### src/rtl/countdown_timer_pkg.sv
// Shared definitions for the countdown timer: FSM state encoding and the
// tick-source encodings used on unit_sel.
package countdown_timer_pkg;

    typedef enum logic [1:0] {
        IDLE = 2'd0,
        RUN  = 2'd1,
        DONE = 2'd2
    } state_t;

    localparam logic [1:0] UNIT_USEC = 2'd0;
    localparam logic [1:0] UNIT_MSEC = 2'd1;
    localparam logic [1:0] UNIT_SEC  = 2'd2;
    localparam logic [1:0] UNIT_CLK  = 2'd3;

endpackage

### src/rtl/countdown_timer.sv
// Countdown timer: counts selected timebase ticks down from a loaded value,
// one-shot or auto-reloading, with a saturating expiry counter.
// Ports:
//   clk, rst                        clock, synchronous active-high reset
//   usec_pulse/msec_pulse/sec_pulse one-cycle timebase ticks
//   unit_sel                        tick source (usec, msec, sec, every clk)
//   load_val, periodic              sampled on start
//   start, stop                     one-cycle arm/restart and abort requests
//   busy, done                      high in RUN / in DONE
//   expired_pulse                   one-cycle pulse per expiry
//   expire_count                    saturating expiries since last start
//   remaining                       ticks left before expiry
module countdown_timer
    import countdown_timer_pkg::*;
#(
    parameter int CNT_W = 32,
    parameter int EXP_W = 16
) (
    input  logic             clk,
    input  logic             rst,
    input  logic             usec_pulse,
    input  logic             msec_pulse,
    input  logic             sec_pulse,
    input  logic [1:0]       unit_sel,
    input  logic [CNT_W-1:0] load_val,
    input  logic             periodic,
    input  logic             start,
    input  logic             stop,
    output logic             busy,
    output logic             done,
    output logic             expired_pulse,
    output logic [EXP_W-1:0] expire_count,
    output logic [CNT_W-1:0] remaining
);

    state_t           r_state;
    logic [CNT_W-1:0] r_reload;
    logic [CNT_W-1:0] r_remaining;
    logic [EXP_W-1:0] r_exp_cnt;
    logic [1:0]       r_unit;
    logic             r_periodic;
    logic             r_busy;
    logic             r_done;
    logic             r_exp_pulse;

    logic             w_tick;
    logic             w_start_ok;

    // Tick source follows the unit latched at start, not the live input.
    always_comb begin
        w_tick = 1'b0;
        unique case (r_unit)
            UNIT_USEC: w_tick = usec_pulse;
            UNIT_MSEC: w_tick = msec_pulse;
            UNIT_SEC:  w_tick = sec_pulse;
            UNIT_CLK:  w_tick = 1'b1;
            default:   w_tick = 1'b0;
        endcase
    end

    assign w_start_ok = start && (load_val != '0);

    always_ff @(posedge clk) begin
        if (rst) begin
            r_state     <= IDLE;
            r_reload    <= '0;
            r_remaining <= '0;
            r_exp_cnt   <= '0;
            r_unit      <= UNIT_USEC;
            r_periodic  <= 1'b0;
            r_busy      <= 1'b0;
            r_done      <= 1'b0;
            r_exp_pulse <= 1'b0;
        end else begin
            r_exp_pulse <= 1'b0;
            if (stop) begin
                // Stop outranks start; in IDLE it is a no-op.
                if (r_state != IDLE) begin
                    r_state     <= IDLE;
                    r_remaining <= '0;
                    r_busy      <= 1'b0;
                    r_done      <= 1'b0;
                end
            end else if (w_start_ok) begin
                // A coincident tick is dropped on (re)start.
                r_state     <= RUN;
                r_reload    <= load_val;
                r_remaining <= load_val;
                r_unit      <= unit_sel;
                r_periodic  <= periodic;
                r_exp_cnt   <= '0;
                r_busy      <= 1'b1;
                r_done      <= 1'b0;
            end else if (r_state == RUN && w_tick) begin
                if (r_remaining == CNT_W'(1)) begin
                    r_exp_pulse <= 1'b1;
                    if (r_exp_cnt != '1) begin
                        r_exp_cnt <= r_exp_cnt + EXP_W'(1);
                    end
                    if (r_periodic) begin
                        // Reload counts this tick as the last of the
                        // previous period, so no tick is lost.
                        r_remaining <= r_reload;
                    end else begin
                        r_remaining <= '0;
                        r_state     <= DONE;
                        r_busy      <= 1'b0;
                        r_done      <= 1'b1;
                    end
                end else begin
                    r_remaining <= r_remaining - CNT_W'(1);
                end
            end
        end
    end

    assign busy          = r_busy;
    assign done          = r_done;
    assign expired_pulse = r_exp_pulse;
    assign expire_count  = r_exp_cnt;
    assign remaining     = r_remaining;

endmodule

### config.mk
export PLATFORM = sky130hd
export DESIGN_NAME = countdown_timer
export DESIGN_NICKNAME = d
export VERILOG_FILES = /design/src/rtl/countdown_timer_pkg.sv /design/src/rtl/countdown_timer.sv
export SDC_FILE = /design/constraint.sdc
export NUM_CORES = 1
export LEC_CHECK = 0
export CAP_MARGIN = 20
export CORE_MARGIN = 10
export CORE_UTILIZATION = 51
export DETAILED_ROUTE_END_ITERATION = 6
export PLACE_DENSITY = 0.8
export SLEW_MARGIN = 20
export SYNTH_ARGS = -nofsm -noshare
export SYNTH_HDL_FRONTEND = slang
export SYNTH_SLANG_ARGS = --single-unit
### constraint.sdc
create_clock -name clk -period 5.95 [get_ports clk]
set_input_delay 0.595 -clock clk [delete_from_list [all_inputs] [get_ports clk]]
set_output_delay 0.595 -clock clk [all_outputs]
set_load 0.03 [all_outputs]
Yosys cells after proc, flatten, opt, wreduce, memory -nomap -nowiden

Index checks and enable logic that the tools add are counted.

Memories kept: 0
Output and inout bits: 51
Bits in writable memories: 0
Word-level logic and storage cells: 65
Input port bits: 42
Bits in registers: 88
ROM bits: 0
Latch bits: 0

Bitwise logic cells: 2
Equality and inequality tests: 8
Add/subtract/negate cells: 2
Reduce and logical (&&, ||, !) cells: 15
Multiplexer cells: 29
Multipliers: 0
Shift operators: 0
Divide/modulo/power cells: 0
Magnitude comparators: 0

Operators by type and width:

| operator              | number |
|---|---|
| $mux 32               | 6 |
| $mux 16               | 4 |
| $eq 32x1->1 const B   | 1 |
| $reduce_bool 32->1    | 1 |
| $sub 32x1->32 const B | 1 |
| $add 16x1->16 const B | 1 |
| $ne 16x16->1 const B  | 1 |
| $mux 1                | 12 |
| $mux 2                | 6 |
| $reduce_and 4->1      | 2 |
| $reduce_bool 2->1     | 4 |
| $reduce_bool 3->1     | 2 |
| $eq 2x1->1 const B    | 2 |
| $eq 2x2->1 const B    | 2 |
| $pmux 1 s4            | 1 |
| $reduce_and 2->1      | 2 |
| $reduce_or 4->1       | 1 |
| $ne 3x2->1 const B    | 1 |
| $logic_and 1x1->1     | 2 |
| $logic_not 2->1       | 1 |
| $ne 2x1->1 const B    | 1 |
| $not 1->1             | 2 |

Logic depth before layout (Yosys ltp)

Gate-level depths: netlist (run 1).

Depth after elaboration: 6
Mapped depth: 11
Gate-level depth less buffers: 8

Worst setup path before layout (run 1)

Ideal clock, no wire load.

Kind: reg-to-reg
From: register r_remaining[10], in the netlist remaining[10]
To: register r_state[0]
Data required time: 5.818 ns
Data arrival time: 2.794 ns
Setup time: 0.132 ns
Period minus slack after synthesis: 2.927 ns
Slack: 3.023 ns
Stages on the path, launching flop included: 11
Buffers on the path: 4
Cells stage by stage: dfxtp_1 -> buf_6 -> or4_4 -> or4_4 -> buf_6 -> or3_1 -> buf_6 -> o211a_4 -> buf_6 -> o21ai_0 -> a21oi_1

Longest elaborated chain between the ends: 3

RTL lines:

| what                               | RTL line               | source |
|---|---|---|
| start, declared                    | countdown_timer.sv:38  | `logic [CNT_W-1:0] r_remaining;` |
| start signal, assigned             | countdown_timer.sv:88  | `r_remaining <= load_val;` |
| start signal, assigned             | countdown_timer.sv:103 | `r_remaining <= r_reload;` |
| start signal, assigned             | countdown_timer.sv:111 | `r_remaining <= r_remaining - CNT_W'(1);` |
| $eq 32x1->1                        | countdown_timer.sv:95  | `if (r_remaining == CNT_W'(1)) begin` |
| $reduce_bool 3->1 (no source line) | n/a                    |  |
| $reduce_and 4->1 (no source line)  | n/a                    |  |
| end signal, assigned               | countdown_timer.sv:79  | `r_state <= IDLE;` |
| end signal, assigned               | countdown_timer.sv:86  | `r_state <= RUN;` |
| end signal, assigned               | countdown_timer.sv:106 | `r_state <= DONE;` |
| end, declared                      | countdown_timer.sv:36  | `state_t r_state;` |

Every way passes these cells.
A chain may end at the register's enable or synchronous reset.

Worst setup path in the final report (run 1)

From: input load_val[23]
To: register r_remaining[17], in the netlist remaining[17]

Longest elaborated chain between the ends: 4
Elaborated cells between the ends (all ways): 6
Those cells by class: 2 x mux; 4 x reduce/logical

RTL lines:

| what                                                          | RTL line              | source |
|---|---|---|
| start, declared                                               | countdown_timer.sv:25 | `input logic [CNT_W-1:0] load_val,` |
| $reduce_bool 32->1 *                                          | countdown_timer.sv:61 | `assign w_start_ok = start && (load_val != '0);` |
| $logic_and 1x1->1 *                                           | countdown_timer.sv:61 |  |
| $reduce_bool 3->1 (no source line) or $mux 32 (tied branches) | n/a                   |  |
| $reduce_and 2->1 (no source line) or $mux 32 (tied branches)  | n/a                   |  |

Mark *: on every way between the ends. The rest lies on a longest branch, timed or not.

==> impl_metrics.json, run 1 <==
{
  "rsz0062_at_grt": "no",
  "fin_skew_ps": 12.1,
  "worst-slew-pin-transition_ps": 904,
  "end_kind": "flip-flop",
  "die_area_um2": 12700,
  "yosys_warnings": 0,
  "ctsHoldBuffers": 0,
  "via_per_inst": 6.09,
  "required_ps": 6200,
  "post_cts.repair.setup_buffers": 0,
  "synthesis.area_um2": 4400,
  "yosysTopAreaCell": "dfxtp_1",
  "ys_types": 51,
  "irDropWorstVdd_v": 0.000117,
  "ant_nets": 0,
  "syn-num-nets": 597,
  "final_nets": 666,
  "root_buffer": "clkbuf_8",
  "synth_seq_cells": 86,
  "synth-edff-count": 0,
  "fmaxAchievable_mhz": 279,
  "worstPathArrival_ps": 3840,
  "pin_count": 93,
  "synthTopCellsByArea": "dfxtp_1, nand2_1, a21oi_1",
  "htreeDepth": 3,
  "dieHeight_um": 113,
  "detailed_place_hpwl_um": 9270,
  "core_um2": 8300,
  "status": "complete, no violations",
  "cts_inserted_buffers": 9,
  "critPathMaxFanout": 15,
  "cts_tree": "done",
  "routed_wl_um": 13200,
  "ys_top_cells_by_count": "dfxtp_1, nand2_1, nor2_1",
  "groute.usage.overall_pct": 19.7,
  "min_period_ps": 3580,
  "avgSynthCellArea_um2": 7.97,
  "seq_area_um2": 1720,
  "io_buffers": 92,
  "fin_util_pct": 66.3,
  "fillers": 740,
  "rows": 33,
  "cap_violations": 0,
  "ctsResizeCount": 0,
  "grt_start_max_net_pins": 76,
  "slew_violations": 0,
  "grt_overflow": 0,
  "synth_most_common_cell": "dfxtp_1",
  "power_density_nw_per_um2": 243,
  "async_flop_share_pct": 0,
  "grt_pass1_wl_um": 21200,
  "synth_flop_cell": "dfxtp_1",
  "multi_input_area_um2": 2480,
  "tns_ps": 0,
  "path_class": "primary input to flip-flop",
  "clk_latency_ps": 360,
  "synth_cells": 552,
  "antenna_cells": 0,
  "syn_to_final_growth_pct": 25.0,
  "startpoint_type": "primary input",
  "drive_gt1_share_pct": 5.59,
  "fin_crit_sh_pct": 60.2,
  "leakagePower_nw": 2.00,
  "slew_headroom_pct": 39.2,
  "path_clk_slew_ps": 70,
  "die_x_um": 113,
  "wl_per_cell_um": 18.0,
  "hold_viol": 0,
  "ys_seq_area_share_pct": 39.1,
  "cts.sinks": 86,
  "ctsLongestPathBuffers": 2,
  "yosysTopAreaCellShare_pct": 39.1,
  "drtIter0Drc": 334,
  "hold_path_class": "flip-flop to flip-flop",
  "grt_antenna_before_repair": 0,
  "drt_first_pass_iters": 5,
  "dr_total_vias": 4455,
  "setup_violations": 0,
  "first_global_vias": 4298,
  "drcViolationCount": 0,
  "gp_congestion": 0.884,
  "start_util_pct": 53.0
}
where the power goes:
part	switching, mW	internal, mW
Combinational	0.181	0.127
Clock	0.213	0.174
Sequential	0.0367	0.604
worst paths after layout:
path	from	to	slack (ps)	cells after the start
max	load_val[23]	remaining[17]	2370	7
min	r_reload[19]	r_reload[19]	460	2
max reg2reg	remaining[4]	expire_count[11]	2470	6
min reg2reg	r_reload[19]	r_reload[19]	460	2
sequential cells by signal (all words and copies together) (netlist names):
signal         cells
r_reload          32
r_state            2
expire_count      16
expired_pulse      1
r_unit             2
remaining         32
r_periodic         1
cell families after synthesis:
kind of cell / after synthesis / synth area share, %
and+or+nand+nor: 249 / 27.8
AOI/OAI and AO/OA: 141 / 21.8
DFF: 86 / 39.1
buffers and inverters: 45 / 4.72
xor gates and xnor gates: 27 / 5.37
adders and majority gates: 3 / 0.853
muxes: 1 / 0.256
area by class of cell:
cell class | instances | share of cell area [%]
Tap cell | 105 | 2.39
Inverter | 6 | 0.410
Clock buffer | 11 | 2.75
Clock inverter | 5 | 0.614
Sequential cell | 86 | 31.3
Multi-Input combinational cell | 421 | 45.2
Timing Repair Buffer | 97 | 17.3
critical path, cell delays in order:
cell and delay (ps):
clkdlybuf4s50_1 420, nor4_1 610, nand4_1 280, o21ai_0 530, nand2_1 200, or4_1 830
o32ai_1 370
layer usage:
layer	wire [um]	global-route usage [%]	vias up	share of wire, %
met5	0	0	-	0
met4	354	7.28	0	2.7
met3	924	4.23	27	7.0
met2	6160	32.6	154	47
met1	5720	24.5	2116	44
li1	-	-	2158	-
per-stage QoR:
stage / instance area, um2 / hold slack [ps] / instances / power, mW / setup slack (ps)
2_1_floorplan: 4400 / 431 / 552 / 0.848 / 3020
3_3_place_gp: 5310 / 437 / 715 / 0.948 / 2180
3_5_place_dp: 5310 / 447 / 715 / 0.957 / 2070
4_1_cts: 5500 / 458 / 731 / 1.34 / 2440
5_1_grt: 5500 / 476 / 731 / 1.39 / 2110
6_report: 5500 / 456 / 731 / 1.33 / 2370
cell usage in the layout, fill, tap and decap left out, drive strengths merged, types with 6 or more instances in the layout:
cell,n
xor2,20
nor2,52
and2,6
clkbuf,11
nor3,19
inv,6
nor4,17
xnor2,7
nand2,86
nand3,15
buf,6
o21ai,16
a311oi,17
and3,9
nand4,12
o211ai,15
or3,10
a21boi,15
or4,9
dfxtp,86
clkdlybuf4s50,91
o32ai,14
a21oi,47
Power figures use the tool's default switching activity.
==> inputs of run 2 (changes only) <==
==> constraint.sdc (replaced) <==
create_clock -name clk -period 3.4 [get_ports clk]
set_input_delay 0.34 -clock clk [delete_from_list [all_inputs] [get_ports clk]]
set_output_delay 0.34 -clock clk [all_outputs]
set_load 0.03 [all_outputs]
==> impl_metrics.json, run 2 (synthesis gave the netlist of run 1 again) <==
{
  "status": "complete, no violations",
  "via_per_inst": 6.04,
  "slowest_delay_ps": 600,
  "drcViolationCount": 0,
  "dieHeight_um": 113,
  "cap_violations": 0,
  "grt_antenna_before_repair": 0,
  "start_util_pct": 53.0,
  "grt_overflow": 0,
  "first_global_vias": 4311,
  "rows": 33,
  "critPathMaxFanout": 15,
  "pin_count": 93,
  "drive_gt1_share_pct": 7.06,
  "ant_nets": 0,
  "die_x_um": 113,
  "wl_per_cell_um": 18.1,
  "worst-slew-pin-transition_ps": 1150,
  "switching_share_pct": 32.4,
  "tns_ps": 0,
  "routed-wl-met2_um": 6380,
  "die_area_um2": 12700,
  "clkPwrFrac_pct": 30.7,
  "detailed_place_hpwl_um": 9630,
  "dr_total_vias": 4479,
  "path_clk_slew_ps": 90,
  "power_density_nw_per_um2": 433,
  "worstPathArrival_ps": 3310,
  "routed_wl_um": 13400,
  "core_um2": 8300,
  "grt_start_max_net_pins": 39,
  "ctsResizeCount": 0,
  "share_seq_of_total_power_pct": 46.3,
  "crit_top_cell": "or4_4",
  "final_nets": 677,
  "grt_pass1_wl_um": 21800,
  "required_ps": 3640,
  "layout_common_cells": "clkdlybuf4s50_1, dfxtp_1, nand2_1",
  "clk_latency_ps": 380,
  "startpoint_type": "flip-flop",
  "groute.usage.overall_pct": 20.3,
  "layout_commonest_cell": "clkdlybuf4s50_1",
  "route.met3.wl_um": 1030,
  "met1Wirelength_um": 5710,
  "slew_headroom_pct": 23.3,
  "syn_to_final_growth_pct": 27.0,
  "path_class": "flip-flop to flip-flop",
  "cts.sinks": 86,
  "rsz0062_at_grt": "no",
  "htreeDepth": 3,
  "ctsLongestPathBuffers": 2,
  "critPathSlowestCell": "or4_4",
  "leakagePower_nw": 2.06,
  "ctsHoldBuffers": 0,
  "internal-power_mw": 1.64,
  "fin_skew_ps": 16.5,
  "cts_inserted_buffers": 9,
  "irDropWorstVdd_v": 0.000211,
  "power_frac_comb_pct": 23.0,
  "hold_path_class": "flip-flop to flip-flop",
  "timing.final.ws_setup_ps": 330,
  "top_layer": "met4",
  "gp_congestion": 0.861,
  "fin_crit_sh_pct": 90.3,
  "setup_violations": 0,
  "slew_violations": 0,
  "layoutNonFillerInstCount": 742,
  "end_kind": "flip-flop",
  "p_switching_uw": 784,
  "fin_util_pct": 67.3,
  "crit_path_cell_trace": "or4_4 > or4_4 > or3_1 > nor2_1 > or4_1 > o32ai_1",
  "fillers": 698,
  "preCtsSetupSlack_ps": 117,
  "cts_tree": "done",
  "min_period_ps": 3070,
  "root_buffer": "clkbuf_8",
  "drt_first_pass_iters": 5,
  "antenna_cells": 0,
  "post_cts.repair.setup_buffers": 0,
  "drtIter0Drc": 348,
  "fmaxAchievable_mhz": 326,
  "dp_cells": 726,
  "p_total_mw": 2.42,
  "io_buffers": 92,
  "hold_viol": 0
}
[run 2: layer usage]
metal / GRT usage, % / up-vias
met4: 8.80 / 0
met3: 4.38 / 26
met2: 32.4 / 173
li1: - / 2177
met5: 0 / -
met1: 25.8 / 2103
[run 2: final timing paths]
path | startpoint | to | slack, ps | depth (start not counted)
worst max-delay path | remaining[10] | remaining[29] | 330 | 6
worst min-delay path | r_reload[15] | r_reload[15] | 460 | 2
worst max register to register | remaining[10] | remaining[29] | 330 | 6
worst min register to register | r_reload[15] | r_reload[15] | 460 | 2
[run 2: stage by stage]
step                instance area (um2)  hold slack, ps
finish                             5590             459
global route                       5590             476
CTS                                5590             460
detailed placement                 5390             448
global placement                   5390             437
floorplan                          4400             431
[run 2: worst max-delay path, delay by kind of cell (launching register included)]
family	cells	cell delay (ps)
flip-flops	1	400
AO/OA/AOI/OAI	1	190
AND/OR/NAND/NOR	5	2340
[run 2: power by group through the flow]
stage / Sequential (mW) / Combinational [mW] / Clock (mW)
after detailed placement: 1.14 / 0.547 / 0
after CTS: 1.12 / 0.554 / 0.744
after floorplan: 1.19 / 0.299 / 0
final: 1.12 / 0.557 / 0.743
after global placement: 1.14 / 0.537 / 0
after global routing: 1.13 / 0.608 / 0.798
[run 2: cell type report]
class / count / area (um2) / area share, %
flip-flops and latches: 86 / 1720 / 30.8
repair buffers: 108 / 1040 / 18.5
well taps: 105 / 131 / 2.35
clock inverters: 7 / 71.3 / 1.28
multi-input cells: 421 / 2480 / 44.4
inverters: 6 / 22.5 / 0.403
clock buffers: 9 / 124 / 2.22
==> inputs of run 3 (changes only) <==
--- a/config.mk
+++ b/config.mk
@@ -5,12 +5,11 @@
 export SDC_FILE = /design/constraint.sdc
 export NUM_CORES = 1
 export LEC_CHECK = 0
-export CAP_MARGIN = 20
 export CORE_MARGIN = 10
 export CORE_UTILIZATION = 51
 export DETAILED_ROUTE_END_ITERATION = 6
 export PLACE_DENSITY = 0.8
-export SLEW_MARGIN = 20
+export SLEW_MARGIN = 15
 export SYNTH_ARGS = -nofsm -noshare
 export SYNTH_HDL_FRONTEND = slang
 export SYNTH_SLANG_ARGS = --single-unit
==> results of run 3 <==
No change in the layout: final DEF, timing and power equal those of run 2.
